==> src/rtl/uart_crc_pkg.sv <==
// Shared constants, state encoding and CRC-8 helper for the UART CRC link.
// The transmitter and receiver both import this package.
package uart_crc_pkg;

    localparam logic [7:0] CRC8_POLY            = 8'h07;
    localparam logic [7:0] CRC8_INIT            = 8'h00;
    localparam int         CLKS_PER_BIT_DEF     = 434;
    localparam int         GAP_TIMEOUT_BITS_DEF = 20;

    typedef enum logic [2:0] {
        ST_IDLE      = 3'd0,
        ST_START     = 3'd1,
        ST_DATA      = 3'd2,
        ST_STOP      = 3'd3,
        ST_GAP       = 3'd4,
        ST_WAIT_HIGH = 3'd5
    } rx_state_t;

    // MSB-first CRC-8, no reflection, no final XOR.
    function automatic logic [7:0] crc8(input logic [7:0] data,
                                        input logic [7:0] poly,
                                        input logic [7:0] init);
        logic [7:0] c;
        c = init ^ data;
        for (int i = 0; i < 8; i++) begin
            if (c[7]) begin
                c = {c[6:0], 1'b0} ^ poly;
            end else begin
                c = {c[6:0], 1'b0};
            end
        end
        return c;
    endfunction

endpackage

==> src/rtl/uart_rx_sync.sv <==
// Two-flop synchroniser for the asynchronous RX pin; resets to the idle-high level.
module uart_rx_sync (
    input  logic clk,
    input  logic reset_n,
    input  logic i_async,
    output logic o_sync
);

    logic [1:0] r_sync;

    // Shift the raw pin through two flops to settle metastability.
    always_ff @(posedge clk or negedge reset_n) begin
        if (!reset_n) begin
            r_sync <= 2'b11;
        end else begin
            r_sync <= {r_sync[0], i_async};
        end
    end

    assign o_sync = r_sync[1];

endmodule

==> src/rtl/uart_crc_receiver.sv <==
// Receives an 8N1 data byte followed by its CRC-8 byte and reports the pair
// with a CRC pass/fail flag, plus framing and inter-byte timeout pulses.
module uart_crc_receiver
    import uart_crc_pkg::*;
#(
    parameter int         CLKS_PER_BIT     = CLKS_PER_BIT_DEF,
    parameter logic [7:0] CRC_POLY         = CRC8_POLY,
    parameter logic [7:0] CRC_INIT         = CRC8_INIT,
    parameter int         GAP_TIMEOUT_BITS = GAP_TIMEOUT_BITS_DEF
) (
    input  logic       clk,
    input  logic       reset_n,
    input  logic       rx_in,
    output logic [7:0] data_out,
    output logic [7:0] crc_out,
    output logic       data_valid,
    output logic       crc_error,
    output logic       framing_error,
    output logic       timeout_error,
    output logic       rx_busy
);

    localparam int CNT_W     = $clog2(CLKS_PER_BIT);
    localparam int GAP_LIMIT = GAP_TIMEOUT_BITS * CLKS_PER_BIT;
    localparam int GAP_W     = $clog2(GAP_LIMIT + 1);

    localparam logic [CNT_W-1:0] HALF_M1 = CNT_W'(CLKS_PER_BIT / 2 - 1);
    localparam logic [CNT_W-1:0] FULL_M1 = CNT_W'(CLKS_PER_BIT - 1);
    localparam logic [GAP_W-1:0] GAP_M1  = GAP_W'(GAP_LIMIT - 1);

    logic             w_rx_s;
    logic [7:0]       w_crc_calc;
    rx_state_t        r_state;
    logic [CNT_W-1:0] r_cnt;
    logic [GAP_W-1:0] r_gap_cnt;
    logic [2:0]       r_bit_idx;
    logic             r_byte_sel;
    logic [7:0]       r_shift;
    logic [7:0]       r_data_byte;

    uart_rx_sync u_sync (
        .clk     (clk),
        .reset_n (reset_n),
        .i_async (rx_in),
        .o_sync  (w_rx_s)
    );

    assign w_crc_calc = crc8(r_data_byte, CRC_POLY, CRC_INIT);

    // Receive FSM; every output is a register updated here.
    always_ff @(posedge clk or negedge reset_n) begin
        if (!reset_n) begin
            r_state       <= ST_IDLE;
            r_cnt         <= '0;
            r_gap_cnt     <= '0;
            r_bit_idx     <= 3'd0;
            r_byte_sel    <= 1'b0;
            r_shift       <= 8'h00;
            r_data_byte   <= 8'h00;
            data_out      <= 8'h00;
            crc_out       <= 8'h00;
            data_valid    <= 1'b0;
            crc_error     <= 1'b0;
            framing_error <= 1'b0;
            timeout_error <= 1'b0;
            rx_busy       <= 1'b0;
        end else begin
            data_valid    <= 1'b0;
            framing_error <= 1'b0;
            timeout_error <= 1'b0;
            case (r_state)
                ST_IDLE: begin
                    if (!w_rx_s) begin
                        rx_busy    <= 1'b1;
                        r_byte_sel <= 1'b0;
                        r_cnt      <= '0;
                        r_state    <= ST_START;
                    end
                end
                ST_START: begin
                    if (r_cnt == HALF_M1) begin
                        r_cnt <= '0;
                        if (!w_rx_s) begin
                            r_bit_idx <= 3'd0;
                            r_state   <= ST_DATA;
                        end else if (r_byte_sel) begin
                            // A glitch while waiting for the CRC byte keeps the pair alive.
                            r_gap_cnt <= '0;
                            r_state   <= ST_GAP;
                        end else begin
                            rx_busy <= 1'b0;
                            r_state <= ST_IDLE;
                        end
                    end else begin
                        r_cnt <= r_cnt + CNT_W'(1);
                    end
                end
                ST_DATA: begin
                    if (r_cnt == FULL_M1) begin
                        r_cnt     <= '0;
                        r_shift   <= {w_rx_s, r_shift[7:1]};
                        r_bit_idx <= r_bit_idx + 3'd1;
                        if (r_bit_idx == 3'd7) begin
                            r_state <= ST_STOP;
                        end
                    end else begin
                        r_cnt <= r_cnt + CNT_W'(1);
                    end
                end
                ST_STOP: begin
                    if (r_cnt == FULL_M1) begin
                        r_cnt <= '0;
                        if (!w_rx_s) begin
                            framing_error <= 1'b1;
                            rx_busy       <= 1'b0;
                            r_state       <= ST_WAIT_HIGH;
                        end else if (!r_byte_sel) begin
                            r_data_byte <= r_shift;
                            r_gap_cnt   <= '0;
                            r_state     <= ST_GAP;
                        end else begin
                            data_out   <= r_data_byte;
                            crc_out    <= r_shift;
                            crc_error  <= (w_crc_calc != r_shift);
                            data_valid <= 1'b1;
                            rx_busy    <= 1'b0;
                            r_state    <= ST_IDLE;
                        end
                    end else begin
                        r_cnt <= r_cnt + CNT_W'(1);
                    end
                end
                ST_GAP: begin
                    if (!w_rx_s) begin
                        r_byte_sel <= 1'b1;
                        r_cnt      <= '0;
                        r_gap_cnt  <= '0;
                        r_state    <= ST_START;
                    end else if (r_gap_cnt == GAP_M1) begin
                        timeout_error <= 1'b1;
                        rx_busy       <= 1'b0;
                        r_gap_cnt     <= '0;
                        r_state       <= ST_IDLE;
                    end else begin
                        r_gap_cnt <= r_gap_cnt + GAP_W'(1);
                    end
                end
                ST_WAIT_HIGH: begin
                    // Line held low (break): wait for idle before hunting for a start bit.
                    if (w_rx_s) begin
                        r_state <= ST_IDLE;
                    end
                end
                default: begin
                    rx_busy <= 1'b0;
                    r_state <= ST_IDLE;
                end
            endcase
        end
    end

endmodule

==> config.mk <==
export PLATFORM = sky130hd
export DESIGN_NAME = uart_crc_receiver
export DESIGN_NICKNAME = d
export VERILOG_FILES = /design/src/rtl/uart_crc_pkg.sv /design/src/rtl/uart_rx_sync.sv /design/src/rtl/uart_crc_receiver.sv
export SDC_FILE = /design/constraint.sdc
export NUM_CORES = 1
export LEC_CHECK = 0
export CAP_MARGIN = 10
export CORE_UTILIZATION = 40
export DETAILED_ROUTE_END_ITERATION = 10
export PLACE_DENSITY_LB_ADDON = 0.2
export SYNTH_ARGS = -nofsm -noshare
export SYNTH_HDL_FRONTEND = slang
export SYNTH_SLANG_ARGS = --single-unit
export TNS_END_PERCENT = 1
==> constraint.sdc <==
create_clock -name clk -period 6.4 [get_ports clk]
set_clock_uncertainty 0.2 [all_clocks]
set_input_delay 0.64 -clock clk [delete_from_list [all_inputs] [get_ports clk]]
set_output_delay 0.64 -clock clk [all_outputs]
set_load 0.05 [all_outputs]
==> key figures <==
Run status
  • Outcome: complete, no violations

Synthesis
  • Synth Area in XOR/XNOR: 0.0450
  • Async SR Flop Fraction: 1.00
  • Most common cell in the synthesized netlist: dfrtp_1
  • Post-synthesis cell count: 319
  • Seq cells post-synth: 69
  • Syn Nets: 328
  • Area leader, netlist: dfrtp_1
  • Post-Synth Adder-Cell Area: 0.0214
  • YS warnings: 0
  • Top cells by count, synth: dfrtp_1, mux2_2, nand2_1
  • EDFF count, synth: 0
  • Unique masters post-synth: 56
  • Post-synthesis sequential area ratio: 0.493
  • Area of the mapped netlist: 0.00351 sq mm
  • Main combinational cell family by area after synthesis: simple AND/OR/NAND/NOR gates
  • Post-Synth Simple-Gate Area: 0.175
  • Synth Area per Inst: 11.0 sq um
  • Synth Area in Compound Gates: 0.122
  • Post-synth top flop: dfrtp_1
  • Yosys top cell area share: 0.478
  • Mux contribution to synthesized area: 0.125
  • Ranking of synthesized cells by area: dfrtp_1, mux2_2, xnor2_1

Clock tree
  • # Post-CTS Setup Buffers: 0
  • CTS tree: done
  • CTS sink count: 69
  • Post-CTS Hold Buffers: 0
  • Clk slew on worst S/H paths: 0.08 ns
  • # H-tree levels: 3
  • Worst-Skew Late Latency: 0.34 ns
  • Num CTS Buffers: 9
  • CTS resizes: 0
  • CTS root buf: clkbuf_8
  • Max Buffers Root-to-Sink: 2

Worst setup path
  • Reg2Reg Capture Point: r_state[1]
  • CP Launch Type: flop
  • Worst R2R Start: r_gap_cnt[10]
  • Max FO, Critical Path: 19
  • R2R depth: 5
  • Crit path required time: 6.43 ns
  • Setup CP Type: flop to flop
  • Crit. End Element: flop
  • Crit path DAT: 2.86 ns
  • Setup crit start: r_gap_cnt[10]
  • FF-to-FF setup slack: 3.56 ns
  • Critical Path End: r_state[1]

Detailed routing
  • Via count: 2504
  • Avg WL per Cell: 15.2 um
  • Vias per cell: 5.52
  • Initial detailed-routing violation count: 126
  • Final WL: 6890 um
  • 1st-pass router iterations: 4
  • DRC violations left: 0
  • Antenna Nets Post-Route: 0

STA
  • RSZ-0062 raised after global routing: false
  • Worst-Margin Slew: 0.901 ns
  • Crit path time final: 2.84 ns
  • Final hold viol count: 0
  • Setup violators final: 0
  • Setup TNS Final: 0 ns
  • Post-route clock period utilization: 0.443
  • Hold Slack: 0.158 ns
  • Slew Limit Fails: 0
  • Fmax: 353 MHz
  • Worst rel slew slack: 0.399

Pwr
  • Seq pwr share: 0.516
  • PD cells: 209 mW/mm^2
  • P_sw: 0.189 mW
  • Gate power share: 0.014
  • VDD IR-drop max: 0.0000812 V
  • Switching part of the total power: 0.223
  • Clk pwr share: 0.470
  • Leakage: 1.76 nW
  • Internal: 0.660 mW

GRT
  • Initial antenna violation count: 0
  • Vias in the first global route: 2490
  • First-pass GRT wire length: 11900 um
  • Maximum number of pins on one net before global-route repair: 70
  • Grt total ovfl: 0
  • Global Route Usage Sum: 0.171

Finish
  • # diodes: 0
  • Area of the multi-input gates: 0.00171 sq mm
  • Fillers: 750
  • Area growth, synth to finish: 15.7%
  • Layout cells sized above 1: 0.195
  • Final net count: 353
  • Storage element area: 0.00173 sq mm
  • Final core occ: 0.486

Placed design
  • IO Port Bufs: 23
  • Gpl congestion: 0.809
  • Post-DP HPWL: 4490 um

Run
  • Max_cap viols: 0

Die
  • # rows: 33
  • Core Area: 0.00834 sq mm
  • Die ar.: 0.00915 sq mm
  • Initial core utilization: 0.420
  • Num ports: 24
  • Die X: 95.6 um
  • Die Ht: 95.6 um

Worst hold path
  • Type of the tightest min-delay check: flop to flop
==> cell type report <==
class	count	share of cell area
Sequential cell	69	0.426
Clock buffer	9	0.0305
Timing Repair Buffer	25	0.0592
Tap cell	105	0.0324
Clock inverter	7	0.0241
Inverter	6	0.00555
Multi-Input combinational cell	233	0.422
==> state kept, by name, summed over array words and instances, names as in the netlist <==
register	flops
r_gap_cnt	14
data_out	8
r_byte_sel	1
timeout_error	1
r_cnt	9
rx_busy	1
u_sync.r_sync	2
r_data_byte	8
crc_error	1
r_bit_idx	3
framing_error	1
r_state	3
data_valid	1
crc_out	8
r_shift	8
==> power by group through the flow <==
stage | sequential [mW] | clock (mW) | combinational, mW
2_1_floorplan | 0.446 | 0 | 0.00266
3_3_place_gp | 0.447 | 0 | 0.0125
3_5_place_dp | 0.447 | 0 | 0.0127
4_1_cts | 0.438 | 0.412 | 0.0127
5_1_grt | 0.438 | 0.429 | 0.0143
6_report | 0.438 | 0.399 | 0.0117
==> through the flow <==
stage               instance area [sq um]  cells  total power, mW  setup slack (ns)
global route                         4060    454            0.881              3.31
detailed placement                   3830    438            0.459              3.56
finish                               4060    454            0.849              3.56
floorplan                            3510    319            0.449              3.86
CTS                                  4060    454            0.863              3.54
global placement                     3830    438            0.459              3.63
==> cells in the final DEF, fill, tap and decap left out, types with 3 or more instances in the layout <==
cell type and n:
a31oi_1 3, or4_1 3, xnor2_1 14, dfrtp_1 67
nand4_1 4, and3_1 5, nand3_1 12, clkdlybuf4s50_1 22
inv_1 5, o21ai_0 12, nor4b_1 4, mux2_2 36
o31ai_1 9, a22o_1 5, a21oi_1 4, a21o_1 4
ha_1 6, nand2b_1 5, a211o_1 3, nand2_1 24
o21ai_1 5, xor2_1 4, nor3_1 11, nor2b_1 3
clkbuf_8 9, nor2_1 21, or3_1 3
==> worst min path at each step <==
stage,from,end,slack (ns),depth (start not counted)
global route,u_sync.r_sync[0],u_sync.r_sync[1],0.17,0
floorplan,reset_n,crc_error,0.14,0
CTS,u_sync.r_sync[0],u_sync.r_sync[1],0.16,0
global placement,u_sync.r_sync[0],u_sync.r_sync[1],0.15,0
detailed placement,u_sync.r_sync[0],u_sync.r_sync[1],0.15,0
finish,u_sync.r_sync[0],u_sync.r_sync[1],0.16,0
==> worst max-delay path, stage by stage (launching register included) <==
cell and delay (ns):
dfrtp_1 0.42, or4b_4 0.56, nor4_4 0.57, nor2_4 0.22, nor4_4 0.39, mux2_1 0.35
==> routing by layer <==
metal  share of wire  GRT usage
met1            0.48      0.219
met2            0.48      0.277
met3           0.023     0.0287
met4           0.017     0.0883
met5               0          0
==> cells by family (layout without fill, tap and decap cells) <==
| family | Yosys count | count (layout) |
|---|---|---|
| AOI/OAI and AO/OA | 60 | 60 |
| xor gates and xnor gates | 18 | 18 |
| adders and majority gates | 6 | 6 |
| buffers and inverters | 17 | 47 |
| DFF | 69 | 69 |
| muxes | 39 | 39 |
| and+or+nand+nor | 110 | 110 |
(Power assumes the default switching activity.)
